## src/rtl/coco_cp0_pkg.sv

```systemverilog
// -----------------------------------------------------------------------------
// coco_cp0_pkg
// Shared CP0 definitions for the Coco MIPS core:
//   - CP0 register index constants (SR, CAUSE, EPC, PRID)
//   - Exception code constants (INT, SYS, RI, OV)
//   - State enum for the exception/interrupt sequencer (coco_exc_ctrl)
//   - Helper mapping a synchronous exception request vector to its code
// -----------------------------------------------------------------------------
package coco_cp0_pkg;

    // CP0 register indices
    localparam logic [4:0] CP0_IDX_SR    = 5'd12;
    localparam logic [4:0] CP0_IDX_CAUSE = 5'd13;
    localparam logic [4:0] CP0_IDX_EPC   = 5'd14;
    localparam logic [4:0] CP0_IDX_PRID  = 5'd15;

    // Exception codes as written to Cause.ExcCode
    localparam logic [4:0] EXC_CODE_INT = 5'd0;
    localparam logic [4:0] EXC_CODE_SYS = 5'd8;
    localparam logic [4:0] EXC_CODE_RI  = 5'd10;
    localparam logic [4:0] EXC_CODE_OV  = 5'd12;

    // Bit that re-enables interrupts when set in SR
    localparam logic [31:0] SR_IE_MASK = 32'h0000_0001;

    // Sequencer states
    typedef enum logic [2:0] {
        ST_IDLE     = 3'd0,
        ST_EXC_EPC  = 3'd1,
        ST_EXC_JUMP = 3'd2,
        ST_RET_RD   = 3'd3,
        ST_RET_WR   = 3'd4,
        ST_RET_JUMP = 3'd5
    } exc_state_e;

    // Highest set request bit wins: [2] RI, [1] SYS, [0] OV.
    // Returns INT when no synchronous request is present.
    function automatic logic [4:0] exc_code_of(input logic [2:0] req);
        logic [4:0] code;
        code = EXC_CODE_INT;
        if (req[2]) begin
            code = EXC_CODE_RI;
        end else if (req[1]) begin
            code = EXC_CODE_SYS;
        end else if (req[0]) begin
            code = EXC_CODE_OV;
        end
        return code;
    endfunction

endpackage

```

## src/rtl/coco_exc_prio.sv

```systemverilog
// -----------------------------------------------------------------------------
// coco_exc_prio
// Combinational priority encoder for exception entry.
// Synchronous exceptions beat the interrupt line; among the synchronous
// exceptions the highest set bit of ExcReq wins.
//
// Ports:
//   ExcReq  in  3 : [2] reserved instr, [1] syscall, [0] overflow
//   Inter   in  1 : CP0 interrupt request
//   Valid   out 1 : some exception or interrupt is requested
//   Code    out 5 : exception code of the winning request
// -----------------------------------------------------------------------------
module coco_exc_prio
    import coco_cp0_pkg::*;
(
    input  logic [2:0] ExcReq,
    input  logic       Inter,
    output logic       Valid,
    output logic [4:0] Code
);

    logic sync_req;

    assign sync_req = |ExcReq;
    assign Valid    = sync_req | Inter;

    // An interrupt alone maps to INT, which is also exc_code_of's default.
    assign Code = sync_req ? exc_code_of(ExcReq) : EXC_CODE_INT;

endmodule

```

## src/rtl/coco_exc_ctrl.sv

```systemverilog
// -----------------------------------------------------------------------------
// coco_exc_ctrl
// Exception/interrupt sequencer and CP0 access arbiter for the Coco MIPS core.
//
// Exception entry : IDLE -> EXC_EPC (write EPC, ExcEnter) -> EXC_JUMP (vector)
// eret            : IDLE -> RET_RD (read SR) -> RET_WR (SR | 1) -> RET_JUMP (EPC)
// In IDLE the pipeline's mtc0/mfc0 accesses pass straight through to CP0.
//
// Optional feature macro: COCO_EXC_BD_EN
//   defined   : delay-slot faults save EPC = InstrPC - 4, ExcBD holds the
//               InstrBD flag latched at exception entry.
//   undefined : EPC = InstrPC, InstrBD ignored, ExcBD tied to 0.
//
// Parameters:
//   VECTOR            : exception handler entry address
//
// Ports:
//   Clk, Reset_n      : clock, asynchronous active-low reset
//   InstrValid        : memory-stage instruction commits this cycle
//   InstrPC, InstrBD  : its PC and branch-delay-slot flag
//   ExcReq, Inter     : synchronous exception flags, CP0 interrupt request
//   EretReq           : committing instruction is eret
//   Mtc0We/Idx/Data   : pipeline CP0 write request
//   Mfc0Idx           : pipeline CP0 read index
//   Cp0DOut, Cp0Epc   : CP0 read data, CP0 EPC register
//   Cp0Idx/DIn/We     : CP0 access port
//   ExcEnter, ExcCode : CP0 exception entry strobe and code
//   Stall, Flush      : pipeline hold / kill younger instructions
//   PcRedirect/Target : PC load request
//   ExcBD             : latched delay-slot flag
// -----------------------------------------------------------------------------
module coco_exc_ctrl
    import coco_cp0_pkg::*;
#(
    parameter logic [31:0] VECTOR = 32'h0000_4180
) (
    input  logic        Clk,
    input  logic        Reset_n,
    input  logic        InstrValid,
    input  logic [31:0] InstrPC,
    input  logic        InstrBD,
    input  logic [2:0]  ExcReq,
    input  logic        Inter,
    input  logic        EretReq,
    input  logic        Mtc0We,
    input  logic [4:0]  Mtc0Idx,
    input  logic [31:0] Mtc0Data,
    input  logic [4:0]  Mfc0Idx,
    input  logic [31:0] Cp0DOut,
    input  logic [31:0] Cp0Epc,
    output logic [4:0]  Cp0Idx,
    output logic [31:0] Cp0DIn,
    output logic        Cp0We,
    output logic        ExcEnter,
    output logic [4:0]  ExcCode,
    output logic        Stall,
    output logic        Flush,
    output logic        PcRedirect,
    output logic [31:0] PcTarget,
    output logic        ExcBD
);

    exc_state_e  state_reg;
    logic [4:0]  code_reg;
    logic [31:0] epc_reg;
    logic [31:0] sr_reg;
    logic        bd_reg;

    logic        prio_valid;
    logic [4:0]  prio_code;
    logic        is_idle;
    logic        take_exc;
    logic        take_eret;
    logic [31:0] epc_next;
    logic        bd_next;

    coco_exc_prio u_prio (
        .ExcReq (ExcReq),
        .Inter  (Inter),
        .Valid  (prio_valid),
        .Code   (prio_code)
    );

    assign is_idle = (state_reg == ST_IDLE);

    // Events are only considered for a committing instruction in IDLE;
    // anything arriving while a sequence runs is dropped, not queued.
    assign take_exc  = is_idle && InstrValid && prio_valid;
    assign take_eret = is_idle && InstrValid && !prio_valid && EretReq;

`ifdef COCO_EXC_BD_EN
    // A fault in a delay slot restarts at the branch so the branch re-executes.
    assign epc_next = InstrBD ? (InstrPC - 32'd4) : InstrPC;
    assign bd_next  = InstrBD;
`else
    logic unused_instr_bd;
    assign unused_instr_bd = InstrBD;
    assign epc_next        = InstrPC;
    assign bd_next         = 1'b0;
`endif

    // -------------------------------------------------------------------------
    // Sequencer state and latched context
    // -------------------------------------------------------------------------
    always_ff @(posedge Clk or negedge Reset_n) begin
        if (!Reset_n) begin
            state_reg <= ST_IDLE;
            code_reg  <= EXC_CODE_INT;
            epc_reg   <= 32'd0;
            sr_reg    <= 32'd0;
            bd_reg    <= 1'b0;
        end else begin
            case (state_reg)
                ST_IDLE: begin
                    if (take_exc) begin
                        state_reg <= ST_EXC_EPC;
                        code_reg  <= prio_code;
                        epc_reg   <= epc_next;
                        bd_reg    <= bd_next;
                    end else if (take_eret) begin
                        state_reg <= ST_RET_RD;
                    end
                end
                ST_EXC_EPC: begin
                    state_reg <= ST_EXC_JUMP;
                end
                ST_EXC_JUMP: begin
                    state_reg <= ST_IDLE;
                end
                ST_RET_RD: begin
                    // Snapshot SR so the write-back only flips the IE bit.
                    sr_reg    <= Cp0DOut;
                    state_reg <= ST_RET_WR;
                end
                ST_RET_WR: begin
                    state_reg <= ST_RET_JUMP;
                end
                ST_RET_JUMP: begin
                    state_reg <= ST_IDLE;
                end
                default: begin
                    state_reg <= ST_IDLE;
                end
            endcase
        end
    end

    // -------------------------------------------------------------------------
    // Output decode: Moore outputs from state_reg outside IDLE, combinational
    // pass-through in IDLE. The pass-through is gated by Reset_n so that all
    // outputs drop to 0 while reset is asserted.
    // -------------------------------------------------------------------------
    always_comb begin
        Cp0Idx     = 5'd0;
        Cp0DIn     = 32'd0;
        Cp0We      = 1'b0;
        ExcEnter   = 1'b0;
        ExcCode    = 5'd0;
        Stall      = 1'b0;
        Flush      = 1'b0;
        PcRedirect = 1'b0;
        PcTarget   = 32'd0;

        case (state_reg)
            ST_IDLE: begin
                if (Reset_n) begin
                    Cp0Idx = Mtc0We ? Mtc0Idx : Mfc0Idx;
                    Cp0DIn = Mtc0Data;
                    // The mtc0 of a faulting instruction must not retire.
                    Cp0We  = Mtc0We && !take_exc;
                end
            end
            ST_EXC_EPC: begin
                Cp0We    = 1'b1;
                Cp0Idx   = CP0_IDX_EPC;
                Cp0DIn   = epc_reg;
                ExcEnter = 1'b1;
                ExcCode  = code_reg;
                Flush    = 1'b1;
                Stall    = 1'b1;
            end
            ST_EXC_JUMP: begin
                PcRedirect = 1'b1;
                PcTarget   = VECTOR;
                Flush      = 1'b1;
                Stall      = 1'b1;
            end
            ST_RET_RD: begin
                Cp0Idx = CP0_IDX_SR;
                Flush  = 1'b1;
                Stall  = 1'b1;
            end
            ST_RET_WR: begin
                Cp0We  = 1'b1;
                Cp0Idx = CP0_IDX_SR;
                Cp0DIn = sr_reg | SR_IE_MASK;
                Stall  = 1'b1;
            end
            ST_RET_JUMP: begin
                PcRedirect = 1'b1;
                PcTarget   = Cp0Epc;
                Stall      = 1'b1;
            end
            default: begin
                Stall = 1'b1;
            end
        endcase
    end

    assign ExcBD = bd_reg;

endmodule

```

## config.mk

```make
export PLATFORM = sky130hd
export DESIGN_NAME = coco_exc_ctrl
export DESIGN_NICKNAME = d
export VERILOG_FILES = /design/src/rtl/coco_cp0_pkg.sv /design/src/rtl/coco_exc_prio.sv /design/src/rtl/coco_exc_ctrl.sv
export SDC_FILE = /design/constraint.sdc
export NUM_CORES = 1
export LEC_CHECK = 0
export ABC_CLOCK_PERIOD_IN_PS = 1600
export CAP_MARGIN = 20
export CORE_MARGIN = 4
export CORE_UTILIZATION = 33
export CTS_CLUSTER_DIAMETER = 50
export DETAILED_ROUTE_END_ITERATION = 7
export MAX_ROUTING_LAYER = met4
export PLACE_DENSITY = 0.75
export REMOVE_ABC_BUFFERS = 1
export SKIP_CTS_REPAIR_TIMING = 1
export SYNTH_ARGS = -nofsm -noshare
export SYNTH_HDL_FRONTEND = slang
export SYNTH_SLANG_ARGS = --single-unit
```

## constraint.sdc

```tcl
create_clock -name Clk -period 1.6 [get_ports Clk]
set_input_delay 0.16 -clock Clk [delete_from_list [all_inputs] [get_ports Clk]]
set_output_delay 0.16 -clock Clk [all_outputs]
set_load 0.005 [all_outputs]
```

==> out/metrics.yaml <==
status: "complete, but fails checks"
violations: "setup timing"
port_buffers: 222
regArea_sq_um: 1730
die_width_um: 112
maxSlewViolCount: 0
yosysSeqAreaShare: 0.484
worst_slew_pin_slew_ps: 888
post-route-min-period_ps: 2070
seqPwrFrac: 0.279
num_rows: 37
synthFlopType: "dfrtp_1"
die_h_um: 112
grt_usage: 0.197
end_kind: "output port"
synth-edff-count: 0
core-area_sq_um: 10400
netlist_area_sq_um: 3570
wl_per_cell_um: 19.5
dpl_cell_area_sq_um: 6100
synthAdderAreaFrac: 0
cp_top_family: "buffers and inverters"
synth_top_family_by_area: "multiplexers"
crit_arrival_ps: 1910
finalSetupTns_ps: -25090
powerDensity_nw_per_um2: 1670
h-tree-depth: 3
cts_buffer_depth: 2
slew_headroom: 0.408
slowest_stage: "dfrtp_2"
cp_max_fo: 8
vias: 3589
clk_pin_slew_ps: 80
synthDistinctLibCells: 34
ys_top_cells_by_count: "dfrtp_1, mux2_2, inv_1"
hold_class: "primary input to async pin"
drc: 0
rsz0062_at_grt: "yes"
max_freq_mhz: 483
crit_required_ps: 1440
cts_buffers: 9
die_area_sq_um: 12500
grt_pass1_vias: 3669
power_switching_uw: 3860
synth_compound_area_frac: 0.115
worst_setup_path_start_kind: "flop"
cp_cell_sequence: "nor4b_4 > buf_4 > buf_6 > buf_12 > buf_6 > a222oi_1 > inv_1 > buf_2"
start_util: 0.342
ir_drop_v: 0.000755
yosys.area_share.simple: 0.107
finalHoldViolations: 0
via_per_inst: 5.02
antenna_found_initial: 0
async_flop_share: 1.00
clockPowerShare: 0.135
netlist_instances: 295
postLayoutCellArea_sq_um: 6860
fin_skew_ps: 10.5
largest_reg_flops: 32
max_cap_violations: 0
crit_top_cell: "buf_6"
ys_top_cells_by_area: "dfrtp_1, mux2_2, a222oi_1"
drt_iter0_drc: 291
yosysTopAreaCellShare: 0.484
power_leakage_uw: 0.00324
grt_overflow: 0
nFillCells: 800
yosysWarnings: 0
nNetsFinal: 722
finalCritPeriodShare: 1.29
layout-drive-gt1-share: 0.484
post-place-cells: 660
critical_path_class: "flop to output port"
worst_slack_ps: -472
grt_max_degree: 70
synth.most_common_cell: "dfrtp_1"
io_pins: 228
synth-seq-cells: 69
grt_first_pass_wirelength_um: 19100
critical_path.max_stage_delay_ps: 510
syn_avg_cell_area_sq_um: 12.1
cp.buffers_inverters: 6
dp_hpwl_um: 9540
gp_congestion: 0.915
root_buffer: "clkbuf_8"
synthMuxAreaShare: 0.216
comb_power_share: 0.585
clock_latency_ps: 340
yosys.area.top_type: "dfrtp_1"
swShare: 0.337
n_antenna_cell: 0
p_total_uw: 11500
multi_input_area_sq_um: 1730
drtAntennaViolNets: 0
tritoncts: "yes"
cts.sinks: 69
stdcell_count: 715
synth_xor_area_frac: 0
wirelength_um: 13900
dr.pass1.iters: 6
p_int_uw: 7610
synthToLayoutAreaGrowth_pct: 92.3
setup_viol: 102
==> cell families (layout without fill, tap and decap cells) <==
logic type / after synthesis / after routing
AO/OA/AOI/OAI: 45 / 45
buffers and inverters: 58 / 340
flip-flops: 69 / 69
multiplexers: 69 / 69
other: 1 / 3
AND/OR/NAND/NOR: 53 / 53
==> cell usage in the layout, fill, tap and decap left out, drive strengths merged <==
| cell | n |
|---|---|
| a21boi | 1 |
| a21o | 3 |
| a21oi | 2 |
| a221o | 1 |
| a222oi | 31 |
| a311o | 1 |
| a31oi | 1 |
| a32o | 2 |
| and2 | 32 |
| buf | 118 |
| bufinv | 2 |
| clkbuf | 39 |
| clkdlybuf4s50 | 144 |
| clkinv | 2 |
| clkinvlp | 1 |
| conb | 3 |
| dfrtp | 69 |
| dlymetal6s2s | 1 |
| inv | 33 |
| mux2 | 65 |
| mux2i | 4 |
| nand2 | 1 |
| nand2b | 1 |
| nand3 | 2 |
| nor2 | 4 |
| nor3 | 3 |
| nor3b | 5 |
| nor4 | 1 |
| nor4b | 1 |
| o21ai | 3 |
| or2 | 1 |
| or3 | 1 |
| or4 | 1 |
==> power by group through the flow <==
stage | logic, uW | clock network [uW] | registers [uW]
after floorplan | 2650 | 0 | 3070
after global placement | 5790 | 0 | 3150
after detailed placement | 5900 | 0 | 3210
after CTS | 5950 | 1600 | 3180
after global routing | 7250 | 1670 | 3310
final | 6720 | 1550 | 3210
==> final timing paths <==
kind	startpoint	end	slack (ps)	depth (start not counted)
worst max-delay path	state_reg[1]	Cp0DIn[25]	-470	8
worst min-delay path	Reset_n	sr_reg[28]	150	3
worst max register to register	state_reg[2]	epc_reg[26]	-30	6
worst min register to register	code_reg[3]	code_reg[3]	490	1
max in group asynchronous	Reset_n	state_reg[2]	830	3
min in group Clk	InstrPC[30]	epc_reg[30]	430	2
==> stage by stage <==
step                      hold slack, ps  setup WS (ps)   util
final                                153           -472  0.659
after floorplan                     -136           -779      -
after global placement               474           -508  0.585
after detailed placement             475           -516  0.585
after CTS                            168           -827  0.606
after global routing                 239           -574  0.659
==> final cells by class <==
class                   count  share of cell area
well taps                 136              0.0248
flip-flops and latches     69               0.252
inverters                  33              0.0181
repair buffers            291               0.422
clock inverters             5              0.0124
multi-input cells         170               0.252
clock buffers              11              0.0192
==> metal layers <==
layer	routed length (um)	global-route usage	vias to the layer above	part of all wire
li1	-	-	1625	-
met1	5390	0.229	1755	0.39
met2	7250	0.345	191	0.52
met3	1030	0.0451	18	0.074
met4	241	0.0497	0	0.017
met5	0	-	-	0
==> worst register-to-register path: cells and delay by family, from the launching register on <==
| kind | cells | cell delay, ps |
|---|---|---|
| buffers and inverters | 3 | 470 |
| DFF | 1 | 450 |
| and+or+nand+nor | 2 | 300 |
| muxes | 1 | 290 |
No activity file was read; power rests on OpenSTA's default activity.
